==> src/rtl/uc_sequencer.sv <==
// rtl/uc_sequencer.sv - control unit for the single-cycle microcontroller datapath
module uc_sequencer #(
    parameter int WAIT_UNIT = 4
) (
    input  logic       clk,
    input  logic       reset,
    input  logic [5:0] Opcode,
    input  logic       zero,
    input  logic       start,
    input  logic       halt_req,
    output logic       s_inc,
    output logic       s_inm,
    output logic       we,
    output logic       wez,
    output logic [2:0] ALUOp,
    output logic       pc_en,
    output logic       running,
    output logic       halted,
    output logic       illegal_op
);

    localparam int CW = $clog2(4 * WAIT_UNIT) + 1;

    typedef enum logic [1:0] {
        IDLE   = 2'd0,
        RUN    = 2'd1,
        WAIT   = 2'd2,
        HALTED = 2'd3
    } state_t;

    state_t          state, state_nx;
    logic [CW-1:0]   cnt, cnt_nx;
    logic            halt_pend, pend_nx, illegal_nx;

    logic op_nop, op_alu, op_loadi, op_jmp, op_jz, op_jnz, op_wait, op_halt, op_legal;
    logic halt_now;
    logic [CW-1:0] wait_load;

    assign op_nop   = (Opcode == 6'b000000);
    assign op_alu   = (Opcode[5:3] == 3'b001);
    assign op_loadi = (Opcode[5:2] == 4'b0100);
    assign op_jmp   = (Opcode[5:2] == 4'b1000);
    assign op_jz    = (Opcode[5:2] == 4'b1001);
    assign op_jnz   = (Opcode[5:2] == 4'b1010);
    assign op_wait  = (Opcode[5:2] == 4'b1100);
    assign op_halt  = (Opcode == 6'b111111);
    assign op_legal = op_nop | op_alu | op_loadi | op_jmp | op_jz | op_jnz | op_wait | op_halt;

    // Loaded so that the final WAIT cycle (cnt==0) is the commit cycle.
    assign wait_load = CW'(WAIT_UNIT * (int'(Opcode[1:0]) + 1) - 1);
    assign halt_now  = halt_pend | halt_req;

    always_ff @(posedge clk or negedge reset) begin
        if (!reset) begin
            state      <= IDLE;
            cnt        <= '0;
            halt_pend  <= 1'b0;
            illegal_op <= 1'b0;
        end else begin
            state      <= state_nx;
            cnt        <= cnt_nx;
            halt_pend  <= pend_nx;
            illegal_op <= illegal_nx;
        end
    end

    always_comb begin
        state_nx   = state;
        cnt_nx     = cnt;
        pend_nx    = halt_pend;
        illegal_nx = illegal_op;
        case (state)
            IDLE, HALTED: begin
                if (start) begin
                    state_nx   = RUN;
                    illegal_nx = 1'b0;
                end
            end
            RUN: begin
                if (halt_req)
                    pend_nx = 1'b1;
                if (!op_legal)
                    illegal_nx = 1'b1;
                if (op_wait) begin
                    state_nx = WAIT;
                    cnt_nx   = wait_load;
                end else if (op_halt || halt_now) begin
                    state_nx = HALTED;
                    pend_nx  = 1'b0;
                end
            end
            WAIT: begin
                if (halt_req)
                    pend_nx = 1'b1;
                if (cnt != '0) begin
                    cnt_nx = cnt - CW'(1);
                end else if (halt_now) begin
                    state_nx = HALTED;
                    pend_nx  = 1'b0;
                end else begin
                    state_nx = RUN;
                end
            end
            default: state_nx = IDLE;
        endcase
    end

    always_comb begin
        pc_en   = 1'b0;
        we      = 1'b0;
        wez     = 1'b0;
        s_inc   = 1'b1;
        s_inm   = 1'b0;
        ALUOp   = 3'b000;
        running = (state == RUN) || (state == WAIT);
        halted  = (state == HALTED);
        case (state)
            RUN: begin
                pc_en = 1'b1;
                if (op_alu) begin
                    ALUOp = Opcode[2:0];
                    we    = 1'b1;
                    wez   = 1'b1;
                end
                if (op_loadi) begin
                    s_inm = 1'b1;
                    we    = 1'b1;
                end
                if (op_jmp)
                    s_inc = 1'b0;
                if (op_jz)
                    s_inc = ~zero;
                if (op_jnz)
                    s_inc = zero;
                if (op_wait)
                    pc_en = 1'b0;
            end
            WAIT: begin
                if (cnt == '0)
                    pc_en = 1'b1;
            end
            default: ;
        endcase
    end

endmodule

==> config.mk <==
export PLATFORM = sky130hd
export DESIGN_NAME = uc_sequencer
export DESIGN_NICKNAME = d
export VERILOG_FILES = /design/src/rtl/uc_sequencer.sv
export SDC_FILE = /design/constraint.sdc
export NUM_CORES = 1
export LEC_CHECK = 0
export BUFFER_PORTS_ARGS = -buffer_cell sky130_fd_sc_hd__buf_2
export CORE_ASPECT_RATIO = 0.6
export CORE_MARGIN = 1.5
export CORE_UTILIZATION = 30
export CTS_CLUSTER_SIZE = 24
export DETAILED_ROUTE_END_ITERATION = 10
export SYNTH_ARGS = -nofsm -noshare
export SYNTH_HDL_FRONTEND = slang
export SYNTH_SLANG_ARGS = --single-unit
==> constraint.sdc <==
create_clock -name clk -period 2.2 [get_ports clk]
set_clock_uncertainty 0.1 [all_clocks]
set_input_delay 0.44 -clock clk [delete_from_list [all_inputs] [get_ports clk]]
set_output_delay 0.44 -clock clk [all_outputs]
set_load 0.005 [all_outputs]
---- Word level (Yosys, flattened, before mapping) ----
Cells that the tools add are included.
storage, ports and cells
  bits in registers ....................... 9
  latch bits .............................. 0
  RAM bits ................................ 0
  ROM bits ................................ 0
  input bits .............................. 11
  word-level logic and storage cells ...... 77
  memories kept ........................... 0
operators by class
  add/subtract/negate cells ............... 3
  $mul .................................... 0
  divide/modulo/power cells ............... 0
  magnitude comparators ................... 0
  equality and inequality tests ........... 16
  shift operators ......................... 0
  muxes and demuxes ....................... 33
  bitwise logic cells ..................... 9
  reductions and logical operators ........ 12
operator list
  kind                                              count
  two-way mux 1 bit                                 19
  == test 4 bit, second input constant              4
  two-way mux 2 bit                                 5
  two-way mux 5 bit                                 2
  != test 2 bit, second input constant              5
  case mux 5 bit (2 select lines)                   1
  subtractor 5 x 1 -> 5 bit, second input constant  2
  AND reduction 3 bit                               3
  bitwise OR 1 bit                                  8
  == test 6 bit, second input constant              1
  logical NOT 6 bit                                 1
  two-way mux 3 bit                                 2
  case mux 1 bit (2 select lines)                   3
  case mux 2 bit (3 select lines)                   1
  logical NOT 5 bit                                 1
  nonzero test 5 bit                                1
  == test 2 bit, second input constant              2
  == test 4 x 3 -> 1 bit, second input constant     1
  nonzero test 2 bit                                2
  adder 2 x 1 -> 3 bit, second input constant       1
  == test 3 x 1 -> 1 bit, second input constant     1
  != test 3 bit, second input constant              1
  == test 2 x 1 -> 1 bit, second input constant     1
  logical NOT 2 bit                                 1
  other kinds (3)                                   4

---- Longest topological paths before layout ----
Gate-level depths: netlist of run 1.
  depth in word-level cells ............... 10
  depth in mapped cells ................... 7

---- Worst setup path after synthesis of run 1 ----
OpenSTA, ideal clock, no wires.
  kind .................................... reg-to-reg
  start point ............................. reg cnt[0]
  end point ............................... reg state[1]
  setup time .............................. 0.127 ns
  arrival ................................. 1.816 ns
  setup slack ............................. 0.157 ns
  stages on the path, launching flop included .. 7
  period minus slack after synthesis ...... 2.043 ns
  path through ............................ dfrtp_1 > inv_1 > ha_1 > or4b_1 > buf_2 > a222oi_1 > mux2_1
on the way
  word-level cells in the longest chain between the ends .. 3
ends and longest elaborated chain
  what                           RTL line  text
  start, declared                32        logic [CW-1:0] cnt, cnt_nx;
  start signal, assigned         61        cnt <= cnt_nx;
  nonzero test 5 bit             95        if (cnt != '0) begin
  != test 2 bit (no line)        n/a
  AND reduction 3 bit (no line)  n/a
  end signal, assigned           60        state <= state_nx;
  end, declared                  31        state_t state, state_nx;
No other way between the ends.
A chain may end at the register's enable or synchronous reset.

---- Worst setup path after layout of run 1 ----
  start point ............................. reg cnt[1]
  end point ............................... reg state[1]
The elaborated chain is that of the path after synthesis.

==> metrics.md, run 1 <==
| Metric | Value |
|---|---|
| Post-Layout Cell Count | `155` |
| Delay-heaviest family, CP | `simple AND/OR/NAND/NOR gates` |
| Worst min-delay path startpoint | `halt_req` |
| Initial Util | `31.29%` |
| NetSw | `494.2 uW` |
| Root buf cell | `clkbuf_8` |
| Tcrit/Tclk final | `97.00%` |
| # IOs | `22` |
| Antenna viol nets, final | `0` |
| CP endpoint kind | `register` |
| CTS tree | `done` |
| Initial DRC Count | `54` |
| Worst IR Drop VDD | `0.3512 mV` |
| Slew headroom | `77.15%` |
| Gr ovfl total | `0` |
| Num rows | `14` |
| Reg2reg end | `state[1]` |
| Area growth syn-to-layout | `35.85%` |
| Diode count | `0` |
| DIE HEIGHT | `42.45 um` |
| Clock transition at path regs | `0.05 ns` |
| Yosys cell types | `36` |
| Placeable Area | `2487 sq um` |
| Pin count of the biggest net entering global routing | `11` |
| First-pass GRT wire length | `3.042 mm` |
| Busiest metal layer after global routing | `met2` |
| Most common cell after layout, fill and taps aside | `buf_2` |
| Share of cells above drive strength 1 | `34.96%` |
| Actual slew at the worst max-slew pin | `0.3384 ns` |
| Synth Register Bits | `9` |
| Part of the power in registers | `25.4%` |
| Total track usage | `14.19%` |
| Met1 usage | `19.87%` |
| P_leak | `0.0004970 uW` |
| Number of max-slew violations in the final report | `0` |
| IO Port Bufs | `21` |
| Comb power frac | `58.1%` |
| Most frequent cells in the layout | `buf_2, dfrtp_1, a21oi_1, nor2_1, buf_4` |
| Pwr/cell area | `1104 nW/um^2` |
| DIE AREA | `2919 sq um` |
| RePlAce Congestion | `0.8638` |
| Critical R2R Launch | `cnt[1]` |
| Buf/Inv on CP | `2` |
| Vias per inst | `5.239` |
| Final #Nets | `142` |
| H-tree depth | `1` |
| Die Width | `68.76 um` |
| Crit start category | `register` |
| Internal power | `673.3 uW` |
| Post-Place Cells | `149` |
| Crit-path max cell delay | `0.47 ns` |
| Place WS | `0.1069 ns` |
| Sw Ratio | `42.33%` |
| End of the worst hold path | `halt_pend` |
| Clock Latency Late Sink | `0.23 ns` |
| Post-Syn Area | `778.2 sq um` |
| CTS Buffer Depth | `2` |
| Final setup margin | `0.06595 ns` |
| Crit path max fanout | `4` |
| Hpwl dp | `1.592 mm` |
| Max_cap viols | `0` |
| M2 GR Usage | `20.19%` |
| Post-Syn Instances | `93` |
| Detailed Route WL | `2.027 mm` |
| Hold Path Class | `primary input to register` |
| Sum of negative setup slack | `0 ns` |
| Vias in the first global route | `687` |
| CP max-delay cell | `or4b_4` |
| Setup violators final | `0` |
| Number of remaining DRC errors | `0` |
| Outcome | `complete, no violations` |
| WP data required | `2.21 ns` |
| Syn_area_per_cell | `8.368 sq um` |
| CP cell instances | `inv_1 > ha_1 > or4b_4 > a222oi_1 > buf_4 > mux2_1` |
| Clock network fraction of design power | `16.5%` |
| CTS sink count | `9` |
| DR pass1 iterations | `4` |
| DR vias | `812` |
| Worst r2r path cells | `6` |
| CTS Buf Count | `3` |
| CP arrival | `2.15 ns` |
| Sequential area share after synthesis | `28.94%` |
| Flop2flop setup slack | `0.07 ns` |
| Post-synthesis net count | `111` |
| Final hold vios | `0` |
| Yosys Warn Count | `0` |
| Met3 usage | `6.452%` |
| WL/cell | `13.08 um` |
| Fin crit period | `2.134 ns` |
| Hold path depth | `3` |
| F_max | `468.6 MHz` |
| Setup CP Type | `register to register` |
| Initial antenna violation count | `0` |
[routing by layer]
metal / wire length (um) / vias to the layer above
li1: - / 400
met2: 887 / 24
met4: 7 / 0
met5: 0 / -
met1: 1013 / 386
met3: 119 / 2
[worst reg2reg max path, delay by kind of cell (launching register included)]
kind | cells | cell delay, ns
buf+inv | 2 | 0.29
fa+ha+maj | 1 | 0.17
simple gates | 1 | 0.47
mux | 1 | 0.31
compound gates | 1 | 0.27
flops | 1 | 0.40
[cells by family (layout without fill, tap and decap cells)]
| logic type | after synthesis | after routing | share of synthesized area [%] |
|---|---|---|---|
| DFF | 9 | 9 | 28.94 |
| buffers and inverters | 14 | 44 | 7.878 |
| AOI/OAI and AO/OA | 31 | 31 | 25.89 |
| adders and majority gates | 7 | 7 | 11.25 |
| xor gates and xnor gates | 1 | 1 | 1.126 |
| muxes | 3 | 3 | 4.019 |
| and+or+nand+nor | 28 | 28 | 20.90 |
[how the worst max path moves through the flow]
stage	startpoint	endpoint	depth (start not counted)
5_1_grt	cnt[1]	state[1]	6
3_5_place_dp	cnt[0]	state[1]	5
3_3_place_gp	cnt[0]	state[1]	5
2_1_floorplan	cnt[0]	state[1]	6
4_1_cts	state[1]	ALUOp[2]	7
6_report	cnt[1]	state[1]	6
[through the flow]
| stage | total power [uW] | hold WS, ns | instance area [sq um] | util, % |
|---|---|---|---|---|
| finish | 1168 | 0.4334 | 1057 | 42.50 |
| global route | 1258 | 0.4712 | 1057 | 42.50 |
| global placement | 896.1 | 0.2068 | 952.2 | 38.28 |
| CTS | 1105 | 0.4235 | 1020 | 41.00 |
| detailed placement | 901.4 | 0.2055 | 952.2 | 38.28 |
| floorplan | 673.9 | 0.04441 | 778.2 | - |
[area by class of cell]
type / count / area (sq um)
Fill cell: 252 / 1430
Multi-Input combinational cell: 70 / 531.8
Sequential cell: 9 / 225.2
Timing Repair Buffer: 30 / 175.2
Clock buffer: 4 / 45.04
Inverter: 10 / 40.04
Tap cell: 32 / 40.04
[flip-flops by register name, summed over array words and instances (netlist names)]
register / flops
halt_pend: 1
illegal_op: 1
cnt: 5
state: 2
[cells in the mapped netlist]
cell	n	area share (%)
inv_1	10	4.8
dfrtp_1	9	29
a21oi_1	8	5.1
nor2_1	8	3.9
ha_1	7	11
o21ai_0	7	4.5
a31oi_1	4	3.2
and2_1	3	2.4
nand2_1	3	1.4
clkbuf_1	2	0.96
mux2i_1	2	2.6
nand2b_1	2	1.6
nand3_1	2	1.3
nor2b_1	2	1.6
nor4b_1	2	2.3
o22ai_1	2	1.6
a211oi_1	1	0.96
a222oi_1	1	1.3
a2bb2oi_1	1	1.1
a31o_2	1	1.1
a41oi_1	1	1.1
and4_1	1	1.1
and4bb_2	1	1.6
buf_2	1	0.64
buf_6	1	1.4
mux2_1	1	1.4
nand3b_1	1	0.96
nor3_1	1	0.64
o22a_1	1	1.1
o311ai_0	1	1.1
o32a_1	1	1.3
o32ai_1	1	1.1
o41ai_1	1	1.1
or2_2	1	0.80
or4b_1	1	1.3
xnor2_1	1	1.1
[timing repair]
| item | in CTS | in global routing |
|---|---|---|
| hold buffers | 1 | 0 |
| endpoints found under the hold margin | 9 | 0 |
| endpoints found under the setup margin | 5 | 5 |
| resized for setup | 2 | 9 |
| pin swaps | 1 | 2 |
| cloned | 0 | 0 |
| setup buffers | 0 | 1 |
[power by group through the flow]
stage                     combinational, uW  clock (uW)  sequential, uW
after floorplan                         403           0             271
after global placement                  611           0             286
after detailed placement                613           0             288
after CTS                               621         196             288
after global routing                    748         208             303
final                                   679         192             297
Power figures use the tool's default switching activity.
==> run 2: changes to the inputs <==
REMOVE_ABC_BUFFERS = 1   (was not set)
==> run 2 against run 1 <==
Against the previous run: largest cell class unchanged; sequential share of layout area down 0.30 points; hold slack worse by 0.0069 ns; sequential power about the same; via count down 1.6%; clock-buffer cell count unchanged; highest routed layer is now met3; final area up 1.4%; total power down 1.4%; clock power about the same; maximum frequency up 0.77%; global-route usage up 1.8 points; utilization up 0.60 points.
==> metrics.md, run 2 (same netlist as run 1, synthesis figures left out) <==
| Metric | Value |
|---|---|
| P_leak | `0.0005017 uW (+0.94%)` |
| Critical R2R Launch | `cnt[1]` |
| Pin count of the biggest net entering global routing | `11 (unchanged)` |
| Fin crit period | `2.118 ns (-0.01639 ns)` |
| CP arrival | `1.58 ns (-0.57 ns)` |
| Clock transition at path regs | `0.05 ns (about the same)` |
| CTS tree | `done` |
| Hpwl dp | `1.570 mm (-1.4%)` |
| Worst r2r path cells | `5 (-1)` |
| Worst IR Drop VDD | `0.3933 mV (+12%)` |
| DIE AREA | `2919 sq um (unchanged)` |
| DIE HEIGHT | `42.45 um (unchanged)` |
| Post-layout util | `43.11% (+0.60 points)` |
| Delay-heaviest family, CP | `flip-flops` |
| Worst min-delay path startpoint | `halt_req` |
| CP max-delay cell | `dfrtp_1` |
| Die Width | `68.76 um (unchanged)` |
| DR pass1 iterations | `4 (unchanged)` |
| CP cell instances | `ha_4 > buf_4 > nand3b_1 > nor3_2 > or2_2 > buf_2` |
| Diode count | `0 (unchanged)` |
| Hold path depth | `3 (unchanged)` |
| Root buf cell | `clkbuf_8` |
| Hold Path Class | `primary input to register` |
| Biggest regs | `cnt x5, state x2` |
| Max reg flops | `5 (unchanged)` |
| WP data required | `1.66 ns (-0.55 ns)` |
| Filler cells | `242 (-4.0%)` |
| Post-Place Cells | `147 (-1.3%)` |
| Pwr/cell area | `1074 nW/um^2 (-2.8%)` |
| Antenna viol nets, final | `0 (unchanged)` |
| RSZ-0062 raised after global routing | `no` |
| Buf/Inv on CP | `2 (unchanged)` |
| Area growth syn-to-layout | `37.78%` |
| H-tree depth | `1 (unchanged)` |
| Gr ovfl total | `0 (unchanged)` |
| Number of max-slew violations in the final report | `0 (unchanged)` |
| F_max | `472.2 MHz (+0.77%)` |
| Vias in the first global route | `762 (+11%)` |
| Setup violators final | `0 (unchanged)` |
| CTS Buffer Depth | `2 (unchanged)` |
| Flop2flop setup slack | `0.13 ns (+0.06 ns)` |
| Number of remaining DRC errors | `0 (unchanged)` |
| Tcrit/Tclk final | `96.26% (-0.74 points)` |
| Area after DPL | `937.1 sq um (-1.6%)` |
| RePlAce Congestion | `0.7764 (-10%)` |
| Placeable Area | `2487 sq um (unchanged)` |
| End of the worst hold path | `halt_pend` |
| Most flop-heavy register | `cnt` |
| DR vias | `799 (-1.6%)` |
| Final hold vios | `0 (unchanged)` |
| # IOs | `22 (unchanged)` |
| First-pass GRT wire length | `3.512 mm (+15%)` |
| Sum of negative setup slack | `0 ns (unchanged)` |
| Initial Util | `31.29% (unchanged)` |
| Outcome | `complete, no violations` |
| Max_cap viols | `0 (unchanged)` |
| Most frequent cells in the layout | `buf_2, dfrtp_1, buf_4` |
| Actual slew at the worst max-slew pin | `0.3989 ns (+0.06049 ns)` |
| WL/cell | `13.13 um (+0.44%)` |
| Crit path max fanout | `10 (+6)` |
| Reg2reg end | `state[1]` |
| Fin area | `1072 sq um (+1.4%)` |
| Final #Nets | `143 (+0.70%)` |
| Number of cells on the critical path | `6 (unchanged)` |
| Slew headroom | `73.41% (-3.7 points)` |
| Initial antenna violation count | `0 (unchanged)` |
| Crit-path max cell delay | `0.43 ns (-0.04 ns)` |
| Num rows | `14 (unchanged)` |
| CP endpoint kind | `primary output` |
| Share of cells above drive strength 1 | `33.87% (-1.1 points)` |
| CTS sink count | `9 (unchanged)` |
| Initial DRC Count | `62 (+15%)` |
| Worst hold slack | `0.4265 ns (-0.006882 ns)` |
| Detailed Route WL | `2.049 mm (+1.1%)` |
| Setup CP Type | `register to primary output` |
| Total track usage | `16.00% (+1.8 points)` |
| Most common cell after layout, fill and taps aside | `buf_2` |
| Post-Layout Cell Count | `156 (+0.65%)` |
| Clock Latency Late Sink | `0.23 ns (about the same)` |
| Crit start category | `register` |
| IO Port Bufs | `21 (unchanged)` |
| CTS Buf Count | `3 (unchanged)` |
| Vias per inst | `5.122 (-2.2%)` |
run 2: repair_timing:
item / 4_1_cts / 5_1_grt
hold buffers: 1 / 0
hold endpoints to repair: 9 / 0
resized for setup: 2 / 8
endpoints found under the setup margin: 6 / 6
pin swaps: 1 / 1
buffers inserted: 1 / 3
run 2: worst max-delay path by stage:
| stage | from | endpoint | slack (ns) |
|---|---|---|---|
| finish | state[0] | we | 0.08 |
| CTS | state[0] | we | 0.001 |
| global route | cnt[0] | state[1] | 0.009 |
| detailed placement | cnt[0] | state[1] | 0.12 |
| floorplan | state[1] | ALUOp[0] | 0.05 |
| global placement | cnt[0] | state[1] | 0.19 |
run 2: worst register-to-register path, cell delays in order, from the launching register on:
cell      delay (ns)
dfrtp_1         0.40
inv_1           0.11
ha_1            0.18
or4b_1          0.48
a222oi_1        0.34
mux2_1          0.36
run 2: final cells by class:
class | count | area (sq um) | area share [%]
multi-input combinational | 70 | 539.3 | 50.29
inverter | 10 | 40.04 | 3.734
sequential | 9 | 225.2 | 21.00
tap | 32 | 40.04 | 3.734
clock buffer | 4 | 45.04 | 4.201
timing repair buffer | 31 | 182.7 | 17.04
run 2: routing by layer:
layer  global-route usage, %  share of wire, %  vias to the layer above
li1                        -                 -                      405
met2                   22.31                41                       16
met1                   24.46                55                      378
met5                       0                 0                        -
met4                   1.176                 0                        0
met3                   5.645               4.1                        0
run 2: where the power goes:
group          switching (uW)  internal [uW]  total [uW]
registers                71.0            227         298
clock network            67.3            126         194
logic                     353            306         659
run 2: stage by stage:
step / setup WS [ns] / power, uW
2_1_floorplan: 0.04845 / 656.4
3_3_place_gp: 0.1891 / 846.8
3_5_place_dp: 0.1182 / 858.3
4_1_cts: 0.001224 / 1077
5_1_grt: 0.009335 / 1256
6_report: 0.08234 / 1151
